[src/rtl/pulse_sequencer.sv]
// pulse_sequencer: pre-blank/P1/P2-train sequencer with period-boundary shadowing; PULSE_SEQ_PHASE_CYCLE_EN adds a phase output
module pulse_sequencer #(
  parameter int unsigned MIN_PERIOD = 2,
  parameter int CP_W = 8
) (
  input  logic            clk,
  input  logic            resetn,
  input  logic            pu,
  input  logic [31:0]     per,
  input  logic [31:0]     p1wid,
  input  logic [31:0]     del,
  input  logic [31:0]     p2wid,
  input  logic [CP_W-1:0] cp,
  input  logic [7:0]      p_bl,
  input  logic [15:0]     p_bl_off,
  input  logic            bl,
  output logic            pulse,
  output logic            inhib,
  output logic            sync,
  output logic            busy,
  output logic [CP_W-1:0] echo_idx
`ifdef PULSE_SEQ_PHASE_CYCLE_EN
  ,
  output logic [1:0]      phase
`endif
);
  typedef enum logic [2:0] {IDLE, PRE, P1, GAP1, P2, GAPN, HOLD} state_t;
  localparam logic [31:0] MIN_P = 32'(MIN_PERIOD);
  localparam logic [CP_W-1:0] ONE = CP_W'(1);
  state_t st, st_n, e;
  logic [31:0] pcnt, pcnt_n, per_s, per_r, w1_r, d_r, w2_r, nw1, nd, nw2;
  logic [CP_W-1:0] n_r, nn, k_n, kk;
  logic [7:0] a_r, na;
  logic [15:0] off_r, noff;
  logic pu_r, bl_r, npu, nbl, wrap, ent;
  logic [32:0] cnt, cnt_n;
  assign per_s = per_r < MIN_P ? MIN_P : per_r;
  assign wrap = pcnt >= per_s - 32'd1;
  assign pcnt_n = wrap ? '0 : pcnt + 32'd1;
  // everything below is evaluated for the next cycle, so a wrap sees the freshly latched inputs
  assign {nw1, nd, nw2, nn, na, noff, npu, nbl} = wrap ?
    {p1wid, del, p2wid, cp, p_bl, p_bl_off, pu, bl} :
    {w1_r, d_r, w2_r, n_r, a_r, off_r, pu_r, bl_r};
  always_comb begin
    st_n = st;
    cnt_n = cnt - 33'd1;
    k_n = echo_idx;
    kk = echo_idx;
    e = st;
    ent = 1'b0;
    if (wrap) begin
      ent = 1'b1;
      e = PRE;
      kk = '0;
    end else if (st != IDLE && cnt <= 33'd1) begin
      ent = 1'b1;
      e = st == PRE ? P1 : st == P1 ? (nn == '0 ? HOLD : GAP1) : st == GAP1 ? P2 :
          st == P2 ? (echo_idx < nn - ONE ? GAPN : HOLD) : st == GAPN ? P2 : IDLE;
      kk = st == GAPN ? echo_idx + ONE : echo_idx;
    end
    // zero-length states fall through within the same cycle; an all-zero P2/GAPN loop collapses to the last echo
    if (ent && e == PRE && na == '0) e = P1;
    if (ent && e == P1 && nw1 == '0) e = nn == '0 ? HOLD : GAP1;
    if (ent && e == GAP1 && nd == '0) e = P2;
    if (ent && e == P2 && nw2 == '0 && nd == '0) begin
      e = HOLD;
      kk = nn - ONE;
    end
    if (ent && e == P2 && nw2 == '0) e = kk < nn - ONE ? GAPN : HOLD;
    if (ent && e == GAPN && nd == '0) begin
      e = P2;
      kk = kk + ONE;
    end
    if (ent && e == HOLD && noff == '0) e = IDLE;
    if (ent) begin
      st_n = e;
      k_n = kk;
      cnt_n = e == PRE ? 33'(na) : e == P1 ? 33'(nw1) : e == GAP1 ? 33'(nd) :
              e == P2 ? 33'(nw2) : e == GAPN ? {nd, 1'b0} : e == HOLD ? 33'(noff) : '0;
    end else if (st == IDLE) cnt_n = '0;
  end
  always_ff @(posedge clk or negedge resetn) begin
    if (!resetn) begin
      pcnt <= '0;
      st <= IDLE;
      cnt <= '0;
      {per_r, w1_r, d_r, w2_r, n_r, a_r, off_r, pu_r, bl_r} <= '0;
      {pulse, inhib, sync, busy} <= '0;
      echo_idx <= '0;
    end else begin
      pcnt <= pcnt_n;
      st <= st_n;
      cnt <= cnt_n;
      if (wrap) {per_r, w1_r, d_r, w2_r, n_r, a_r, off_r, pu_r, bl_r} <=
        {per, p1wid, del, p2wid, cp, p_bl, p_bl_off, pu, bl};
      pulse <= npu && (st_n == P1 || st_n == P2);
      inhib <= nbl && st_n != IDLE;
      sync <= pcnt_n == '0;
      busy <= st_n != IDLE;
      echo_idx <= k_n;
    end
  end
`ifdef PULSE_SEQ_PHASE_CYCLE_EN
  always_ff @(posedge clk or negedge resetn) begin
    if (!resetn) phase <= '0;
    else if (wrap) phase <= phase + 2'd1;
  end
`endif
endmodule

[config.mk]
export PLATFORM = sky130hd
export DESIGN_NAME = pulse_sequencer
export DESIGN_NICKNAME = d
export VERILOG_FILES = /design/src/rtl/pulse_sequencer.sv
export SDC_FILE = /design/constraint.sdc
export NUM_CORES = 1
export LEC_CHECK = 0
export CORE_MARGIN = 1.5
export CORE_UTILIZATION = 35
export CTS_CLUSTER_DIAMETER = 150
export DETAILED_ROUTE_END_ITERATION = 6
export PLACE_DENSITY_LB_ADDON = 0.08
export SLEW_MARGIN = 10
export SYNTH_ARGS = -nofsm -noshare
export SYNTH_HDL_FRONTEND = slang
export SYNTH_SLANG_ARGS = --single-unit
[constraint.sdc]
create_clock -name clk -period 16.8 [get_ports clk]
set_clock_uncertainty 0.15 [all_clocks]
set_input_delay 3.36 -clock clk [delete_from_list [all_inputs] [get_ports clk]]
set_output_delay 3.36 -clock clk [all_outputs]
set_load 0.02 [all_outputs]
# Word level (Yosys, flattened, before mapping)
# Cells that the tools add are included.
op_classes:
  addsub: 6
  n_mul: 0
  div: 0
  n_lt_le_gt_ge: 5
  n_eq_ne: 20
  n_shift: 0
  muxes: 36
  bitwise_logic: 0
  n_reduce_logical: 29
ops:
  columns: ["op", "count"]
  rows:
  - ["2-to-1 mux 33 bit", 7]
  - ["2-to-1 mux 130 bit", 1]
  - ["zero test 32 bit", 4]
  - ["2-to-1 mux 32 bit", 2]
  - ["2-to-1 mux 3 bit", 16]
  - ["2-to-1 mux 8 bit", 5]
  - ["less-or-equal comparator 33 x 1 -> 1 bit, second input constant", 1]
  - ["subtractor 33 x 1 -> 33 bit, second input constant", 1]
  - ["adder 32 x 1 -> 32 bit, second input constant", 1]
  - [">= comparator 32 bit", 1]
  - ["< comparator 32 x 2 -> 1 bit, second input constant", 1]
  - ["subtractor 32 x 1 -> 32 bit, second input constant", 1]
  - ["equality test 3 bit, second input constant", 10]
  - ["equality test 3 x 2 -> 1 bit, second input constant", 7]
  - ["logical AND 1 bit", 18]
  - ["adder 8 x 1 -> 8 bit, second input constant", 2]
  - ["zero test 16 bit", 1]
  - ["zero test 8 bit", 2]
  - ["< comparator 8 bit", 2]
  - ["2-to-1 mux 16 bit", 1]
  - ["equality test 3 x 1 -> 1 bit, second input constant", 3]
  - ["subtractor 8 x 1 -> 8 bit, second input constant", 1]
  - ["nonzero test 3 bit", 2]
  - ["2-to-1 mux 2 bit", 2]
  - ["3 further kinds", 4]
totals:
  reg_bits: 242
  latchBits: 0
  mem_bits_rw: 0
  mem_bits_ro: 0
  inputBits: 164
  output_inout_bits: 12
  word_cells: 113
  mem_count: 0

# Logic depth before layout (Yosys ltp)
# Gate-level depths: netlist of the first run.
depth:
  depth_word: 51
  depth_mapped: 55
  ltp_nobuf: 46

# Least setup slack after synthesis of the first run
# Ideal clock, no wire load.
synth_path:
  path_kind: "register to register"
  startpoint: "register per_r[17]"
  endpoint: "register cnt[10]"
  setup_ps: 120
  arrival_time_ps: 11400
  t_required_ps: 16530
  path_slack_ps: 5130
  path_stages_with_launch: 52
  n_path_buf: 9
  period_less_slack_ps: 11670
  cell_sequence: "dfrtp_1 or3_1 nor4_1 inv_1 or4_1 nor4_1 nand2b_1 ha_1 nand3_1 or3_1 clkbuf_1 nor4_1 xnor2_1 ha_1 nand4_1 nor4_1 a21o_1 clkbuf_1 (+16 left out) o21a_1 mux2i_2 nor3_4 buf_6 mux2i_1 ha_1 o21a_1 o21ai_0 a21oi_1 o221ai_1 a211oi_2 nor4_1 a21oi_4 inv_2 buf_2 mux2i_1 o22ai_1 a31o_1"
synth_via:
  elab_chain_cells: 51
  elab_cells_between_ends: 68
  cone_classes: "2 x add/sub; 4 x order compare; 13 x eq/ne; 28 x mux; 21 x reduce/logical"
synth_lines:
  columns: ["element", "line", "source"]
  rows:
  - ["start: declaration", "31", "logic [31:0] pcnt, pcnt_n, per_s, per_r, w1_r, d_r, w2_r, nw1, nd, nw2;"]
  - ["start signal: assignment", "94", "if (wrap) {per_r, w1_r, d_r, w2_r, n_r, a_r, off_r, pu_r, bl_r} <="]
  - ["< comparator 32 x 2 -> 1 bit", "37", "assign per_s = per_r < MIN_P ? MIN_P : per_r;"]
  - ["2-to-1 mux 32 bit (*)", "37", null]
  - ["subtractor 32 x 1 -> 32 bit (*)", "38", "assign wrap = pcnt >= per_s - 32'd1;"]
  - [">= comparator 32 bit (*)", "38", null]
  - ["branches (longest 46 deep; another with subtractor 8 x 1 -> 8 bit)", null, null]
  - ["2-to-1 mux 33 bit (*)", "75", "if (ent) begin"]
  - ["named net cnt_n[10]", "36", "logic [32:0] cnt, cnt_n;"]
  - ["end signal: assignment", "93", "cnt <= cnt_n;"]
  - ["end: declaration", "36", null]
# Mark *: on every way through the listed nets, which the timed path passes.
# A chain may end at the register's enable or synchronous reset.

# Worst setup path in the final report of the first run
# Ends and elaborated chain as after synthesis.

==> results of run 1 <==
==> metrics by stage <==
stage / cell area (µm²) / setup slack (ns) / utilization (%) / hold WS, ns
floorplan: 14400 / 5.13 / - / 0.278
detailed placement: 16700 / 3.90 / 40.9 / 0.322
CTS: 17700 / 3.83 / 43.4 / 0.337
global route: 17700 / 2.49 / 43.4 / 0.365
finish: 17700 / 3.81 / 43.5 / 0.339
global placement: 16700 / 4.14 / 40.9 / 0.313
==> routing by layer <==
metal | wire length [µm] | global-route usage [%] | share of wire (%) | vias to the layer above
met2 | 21800 | 36.5 | 47 | 257
met4 | 1260 | 6.29 | 2.7 | 0
met1 | 21700 | 30.6 | 47 | 6295
met3 | 1810 | 2.63 | 3.9 | 61
met5 | 0 | 0 | 0 | -
li1 | - | - | - | 6231
==> worst max path at each step <==
stage / startpoint / endpoint / slack [ns] / cells past startpoint
detailed placement: per_r[17] / cnt[8] / 3.90 / 40
global placement: per_r[17] / cnt[8] / 4.14 / 40
CTS: per_r[17] / cnt[8] / 3.83 / 40
floorplan: per_r[17] / cnt[10] / 5.13 / 51
global route: per_r[16] / cnt[8] / 2.49 / 40
finish: per_r[17] / cnt[10] / 3.81 / 43
==> layout by cell type, fill, tap and decap left out, types with 9 or more instances in the layout <==
cell                              synthesis  routed
sky130_fd_sc_hd__nand2_1                454     454
sky130_fd_sc_hd__dfrtp_1                242     242
sky130_fd_sc_hd__or3_1                   27      27
sky130_fd_sc_hd__xor2_1                  47      47
sky130_fd_sc_hd__nand2b_1                20      20
sky130_fd_sc_hd__nor2_1                 134     134
sky130_fd_sc_hd__a21oi_1                 41      40
sky130_fd_sc_hd__xnor2_1                 56      56
sky130_fd_sc_hd__o22ai_1                 15      15
sky130_fd_sc_hd__nor4_1                  72      72
sky130_fd_sc_hd__nor3_1                  44      44
sky130_fd_sc_hd__o21ai_0                 42      42
sky130_fd_sc_hd__o22a_1                   9       9
sky130_fd_sc_hd__buf_4                    1      12
sky130_fd_sc_hd__mux2_2                   9       9
sky130_fd_sc_hd__nor2b_1                  9       9
sky130_fd_sc_hd__o21ai_1                 16      16
sky130_fd_sc_hd__clkbuf_16                0      30
sky130_fd_sc_hd__mux2i_1                 58      58
sky130_fd_sc_hd__and3_1                  13      13
sky130_fd_sc_hd__inv_1                   43      43
sky130_fd_sc_hd__nand3_1                 30      30
sky130_fd_sc_hd__ha_1                    48      48
sky130_fd_sc_hd__a31oi_1                  9       9
sky130_fd_sc_hd__nand4_1                 28      28
sky130_fd_sc_hd__o21a_1                  14      14
sky130_fd_sc_hd__or4_1                   10      10
sky130_fd_sc_hd__clkdlybuf4s50_1          0     174
sky130_fd_sc_hd__o31ai_1                  9       9
==> registers in the layout, indices dropped and copies added (netlist names), 8 cells and up <==
register,count
cnt,33
d_r,32
pcnt,32
per_r,32
w1_r,32
w2_r,32
off_r,16
a_r,8
echo_idx,8
n_r,8
==> power by group through the flow <==
stage	Combinational (W)	Sequential (W)	Clock, W
floorplan	0.00000887	0.000596	0
detailed placement	0.0000710	0.000597	0
finish	0.0000699	0.000586	0.000681
global route	0.0000761	0.000586	0.000718
CTS	0.0000716	0.000586	0.000694
global placement	0.0000711	0.000597	0
==> worst min-delay path: cells and delay by family (launching register included) <==
kind / cells / cell delay [ns]
flops: 1 / 0.35
simple gates: 2 / 0.11
==> kinds of logic (layout without fill, tap and decap cells) <==
| group | after synthesis | after routing | synth area share [%] |
|---|---|---|---|
| compound gates | 248 | 248 | 12.1 |
| flops | 242 | 242 | 42.0 |
| fa+ha+maj | 48 | 48 | 4.17 |
| other cells | 0 | 1 | 0 |
| xor+xnor | 103 | 103 | 6.26 |
| mux | 69 | 69 | 4.90 |
| simple gates | 867 | 867 | 27.3 |
| buf+inv | 118 | 286 | 3.28 |
==> cell type report <==
class / instances / area, µm²
fillers: 4113 / 23000
multi-input cells: 1335 / 7910
flip-flops and latches: 242 / 6060
repair buffers: 188 / 1870
clock buffers: 38 / 841
well taps: 532 / 666
clock inverters: 16 / 200
inverters: 44 / 165
diodes: 1 / 2.50
==> out/metrics.yaml, run 1 <==
critical_path:
  timing.reg2reg.setup_slack_ns: 3.81
  cp_common_cell: "sky130_fd_sc_hd__nor4_1"
  worst-path-buf-inv: 4
  worstReg2RegStart: "per_r[17]"
  cp_slowest_stage_delay_ns: 0.85
  critical_path.startpoint_type: "flop"
  cp_data_required_time_ns: 17.12
  path_max_fanout: 50
  timing_worst_setup_path_type: "flop to flop"
  crit-reg2reg-capture: "cnt[10]"
  crit_arrival_ns: 13.31
  critPathSlowestCell: "sky130_fd_sc_hd__nor4_1"
  worst_setup_path_end_kind: "flop"
  rr_worst_depth: 43
  crit_family: "simple AND/OR/NAND/NOR gates"
min_path:
  min_delay_worst_endpoint: "a_r[2]"
  hold_path_class: "flop to flop"
  hold-path-cell-count: 2
  hold_start: "a_r[2]"
global_routing:
  grt_max_degree: 133
  grt_antenna_before_repair: 0
  grt-ovfl-total: 0
  grt_first_pass_wirelength_um: 73600
  total_routing_usage_gr_pct: 22.2
  number_of_global_route_vias_before_repair: 13000
power_and_ir_drop:
  logic_gate_share_of_total_power_pct: 5.2
  seqPwrFrac_pct: 43.8
  total_power_draw_w: 0.00134
  clockPowerShare_pct: 50.9
  cell_internal_pwr_w: 0.00104
  power_density_nw_per_um2: 75.5
  leakage_nw: 7.26
  power.ir.vdd_worst_mv: 0.0725
  power_switching_share_pct: 22.4
  reported_net_switching_power_w: 0.000299
floorplanning:
  design.die.area_um2: 42400
  die_h_um: 206
  initial_core_util_pct: 35.4
  chipWidth_um: 206
  design.portCount: 176
  placement_rows: 74
  core_region_area_um2: 40700
sta:
  final-hold-violation-count: 0
  final-max-slew-violation-count: 0
  max_slew_margin_vs_limit_pct: 19.2
  finalSetupViolCount: 0
  timing_worst_slew_pin_value_ns: 1.20
  finalWorstPathRequiredPeriod_ns: 12.99
  max_freq_mhz: 77.0
  rsz0062_at_grt: "false"
  setup_total_negative_slack_ns: 0
  final_cycle_utilization_of_the_critical_path_pct: 77.3
final_layout:
  num-nets-final: 2053
  final_cell_count_no_fill: 2396
  area_growth_pct: 22.8
  drive_above_1_share_pct: 5.53
synth:
  synth_seq_area_share_pct: 42.0
  ys_seq_elements: 242
  synth-edff-count: 0
  synth.lib_cells_used.distinct: 83
  synthTopCellsByCount: "sky130_fd_sc_hd__nand2_1 (454), sky130_fd_sc_hd__dfrtp_1 (242), sky130_fd_sc_hd__nor2_1 (134)"
  dominant_cell_by_count_in_the_synthesized_netlist: "sky130_fd_sc_hd__nand2_1"
  synth_nets: 1907
  synth_top_cell_area_share_pct: 42.0
  synth_area_per_cell_um2: 8.51
  synthArstFlopShare_pct: 100
  ys.warnings.count: 0
  yosys.area.top_type: "sky130_fd_sc_hd__dfrtp_1"
  yosys-top-cells-area: "sky130_fd_sc_hd__dfrtp_1 (42%), sky130_fd_sc_hd__nand2_1 (12%), sky130_fd_sc_hd__ha_1 (4.2%)"
  netlist_instances: 1695
  yosys_most_used_dff: "sky130_fd_sc_hd__dfrtp_1"
  netlist_area_um2: 14400
place:
  hpwlAfterDp_um: 34700
  io_buffers: 175
  dp_cells: 2341
  routability_cong: 0.841
cts:
  post_cts.repair.setup_buffers: 0
  ctsRootBufferMaster: "sky130_fd_sc_hd__clkbuf_16"
  h-tree-depth: 1
  tritoncts: "done"
  post_cts_resized: 0
  clock_tree.buffer_depth: 3
  clock_insertion_delay_worst_skew_ns: 0.59
  clock_sink_count: 242
  tritoncts.num_buffers: 30
  clk_transition_reported_paths_ns: 0.06
  cts-hold-fix-buffers: 0
routing:
  drt-pass1-iter-count: 5
  drt_first_iter_violations: 721
  wire_per_inst_um: 19.4
  dr_total_vias: 12800
  drt_wl_total_um: 46500
  detail_route.vias_per_cell: 5.36
  drcViolationCount: 0
  detail-route-antenna-nets: 0
status:
  status: "finished clean"
job:
  maxCapViolations: 0
(Power assumes the default switching activity.)
==> run 2, diff against run 1 <==
Clock period 16.8 ns to 10.5 ns, I/O delays scaled along.
==> run 2 against run 1 <==
  * Flip-flop and latch count did not move
  * Clock power rose by 43%
  * Power rose by 52%
  * Critical path depth rose by 2
  * Largest cell class unchanged
==> out/metrics.yaml, run 2 (synthesis results as in run 1) <==
sta:
  final-max-slew-violation-count: 0  # unchanged
  final-hold-violation-count: 0  # unchanged
  finalSetupViolCount: 0  # unchanged
  hold-worst-slack_ns: 0.325  # was 0.339 ns
  max_freq_mhz: 99.7  # was 77.0 MHz
  finalWorstPathRequiredPeriod_ns: 10.03  # was 12.99 ns
  final_cycle_utilization_of_the_critical_path_pct: 95.5  # was 77.3%
  max_slew_margin_vs_limit_pct: 17.3  # was 19.2%
  timing_worst_slew_pin_value_ns: 1.23  # was 1.20 ns
  setup_total_negative_slack_ns: 0  # unchanged
critical_path:
  cp_slowest_stage_delay_ns: 0.53  # was 0.85 ns
  critical_path.startpoint_type: "flop"  # unchanged
  timing_worst_setup_path_type: "flop to flop"  # unchanged
  critPathSlowestCell: "sky130_fd_sc_hd__or4_4"  # was sky130_fd_sc_hd__nor4_1
  crit_arrival_ns: 10.34  # was 13.31 ns
  cp_data_required_time_ns: 10.81  # was 17.12 ns
  path_max_fanout: 11  # was 50
  worst_setup_path_end_kind: "flop"  # unchanged
  cp_common_cell: "sky130_fd_sc_hd__ha_1"  # was sky130_fd_sc_hd__nor4_1
final_layout:
  fill_cells: 4057  # was 4,113
  largest_register_by_flop_count: "cnt"  # unchanged
  final_common_cell: "sky130_fd_sc_hd__nand2_1"  # unchanged
  layout_common_cells: "sky130_fd_sc_hd__nand2_1 (454), sky130_fd_sc_hd__dfrtp_1 (242), sky130_fd_sc_hd__clkdlybuf4s50_1 (174)"  # unchanged
  num-nets-final: 2110  # was 2,053
  final_cell_area_um2: 18500  # was 17,700 µm²
  area_growth_pct: 28.1  # was 22.8%
  largest_register_ffs: 33  # unchanged
  drive_above_1_share_pct: 9.96  # was 5.53%
cts:
  h-tree-depth: 1  # unchanged
  tritoncts: "done"  # unchanged
  tritoncts.num_buffers: 29  # was 30
  clock_insertion_delay_worst_skew_ns: 0.59  # about the same
  clock_sink_count: 242  # unchanged
  clock_tree.buffer_depth: 3  # unchanged
  ctsRootBufferMaster: "sky130_fd_sc_hd__clkbuf_16"  # unchanged
  clk_transition_reported_paths_ns: 0.06  # about the same
routing:
  drcViolationCount: 0  # unchanged
  dr_total_vias: 13200  # was 12,800
  drt-pass1-iter-count: 7  # was 5
  wire_per_inst_um: 20.1  # was 19.4 µm
  drt_wl_total_um: 49200  # was 46,500 µm
  detail-route-antenna-nets: 0  # unchanged
  drt_first_iter_violations: 998  # was 721
  detail_route.vias_per_cell: 5.37  # was 5.36
floorplanning:
  initial_core_util_pct: 35.4  # unchanged
  chipWidth_um: 206  # unchanged
  core_region_area_um2: 40700  # unchanged
  design.portCount: 176  # unchanged
  die_h_um: 206  # unchanged
  design.die.area_um2: 42400  # unchanged
  placement_rows: 74  # unchanged
place:
  placedInstanceArea_um2: 16900  # was 16,700 µm²
  routability_cong: 0.877  # was 0.841
  io_buffers: 175  # unchanged
  hpwlAfterDp_um: 35000  # was 34,700 µm
power_and_ir_drop:
  leakage_nw: 7.61  # was 7.26 nW
  total_power_draw_w: 0.00203  # was 0.00134 W
  power_density_nw_per_um2: 110  # was 75.5 nW/µm²
  power.ir.vdd_worst_mv: 0.112  # was 0.0725 mV
job:
  maxCapViolations: 0  # unchanged
global_routing:
  grt_antenna_before_repair: 1  # was 0
  grt_first_pass_wirelength_um: 72500  # was 73,600 µm
  number_of_global_route_vias_before_repair: 12700  # was 13,000
  grt-ovfl-total: 0  # unchanged
  grt_max_degree: 134  # was 133
  total_routing_usage_gr_pct: 22.1  # was 22.2%
status:
  status: "finished clean"  # unchanged
min_path:
  hold_path_class: "flop to flop"  # unchanged
[run 2: changes by cell type in the layout (fill, tap and decap cells not counted), sizes merged]
cell	before	now
buf	14	64
bufinv	4	1
clkinv	10	4
clkinvlp	2	1
clkbuf	38	52
o211a	2	3
[run 2: final timing paths]
check	depth (start not counted)	slack [ns]	end	from
setup / recovery	45	0.47	cnt[8]	per_r[12]
max in group asynchronous	2	7.53	cnt[2]	resetn
hold / removal	2	0.32	pu_r	pu_r
hold reg to reg	2	0.32	pu_r	pu_r
min in group asynchronous	1	1.45	per_r[5]	resetn
setup reg to reg	45	0.47	cnt[8]	per_r[12]
[run 2: area by class of cell]
type	instances	area (µm²)	area share [%]
repair buffers	244	2440	13.2
flip-flops and latches	242	6060	32.8
clock inverters	5	67.6	0.366
inverters	44	170	0.921
repair inverters	1	5.00	0.0271
diodes	1	2.50	0.0135
clock buffers	46	840	4.55
well taps	532	666	3.60
multi-input cells	1336	8220	44.5
[run 2: per-layer routing]
layer  part of all wire (%)  global-route usage [%]  up-vias  wire [µm]
li1                       -                       -     6362          -
met1                     45                    30.5     6309      21900
met2                     47                    35.8      391      23000
met3                    5.0                    2.70      105       2440
met4                    3.8                    7.30        0       1880
met5                      0                       0        -          0
[run 2: critical path, delay by kind of cell (launching register included)]
kind,cells,cell delay [ns]
adder cells (fa/ha/maj),4,0.91
multiplexers,1,0.33
flip-flops,1,0.37
XOR/XNOR,2,0.28
AO/OA/AOI/OAI,17,3.72
AND/OR/NAND/NOR,17,3.57
buffers and inverters,4,0.57
[run 2: per-stage QoR]
stage,utilization [%],instances,setup slack [ns]
2_1_floorplan,-,1695,0.0154
3_3_place_gp,41.5,2361,0.0590
3_5_place_dp,41.5,2361,-0.198
4_1_cts,43.7,2412,0.0632
5_1_grt,45.3,2450,-0.0457
6_report,45.3,2451,0.469
[run 2: repair_timing]
item | CTS | global route
resized for setup | 3 | 55
gates cloned | 0 | 9
pin swaps | 0 | 19
hold buffers | 0 | 0
buffers inserted | 0 | 29
setup endpoints to repair | 9 | 39
[run 2: report_power, final]
part | switching [W] | internal, W
clock | 0.000407 | 0.000569
sequential | 0.00000147 | 0.000936
combinational | 0.0000515 | 0.0000648
total | 0.000460 | 0.00157
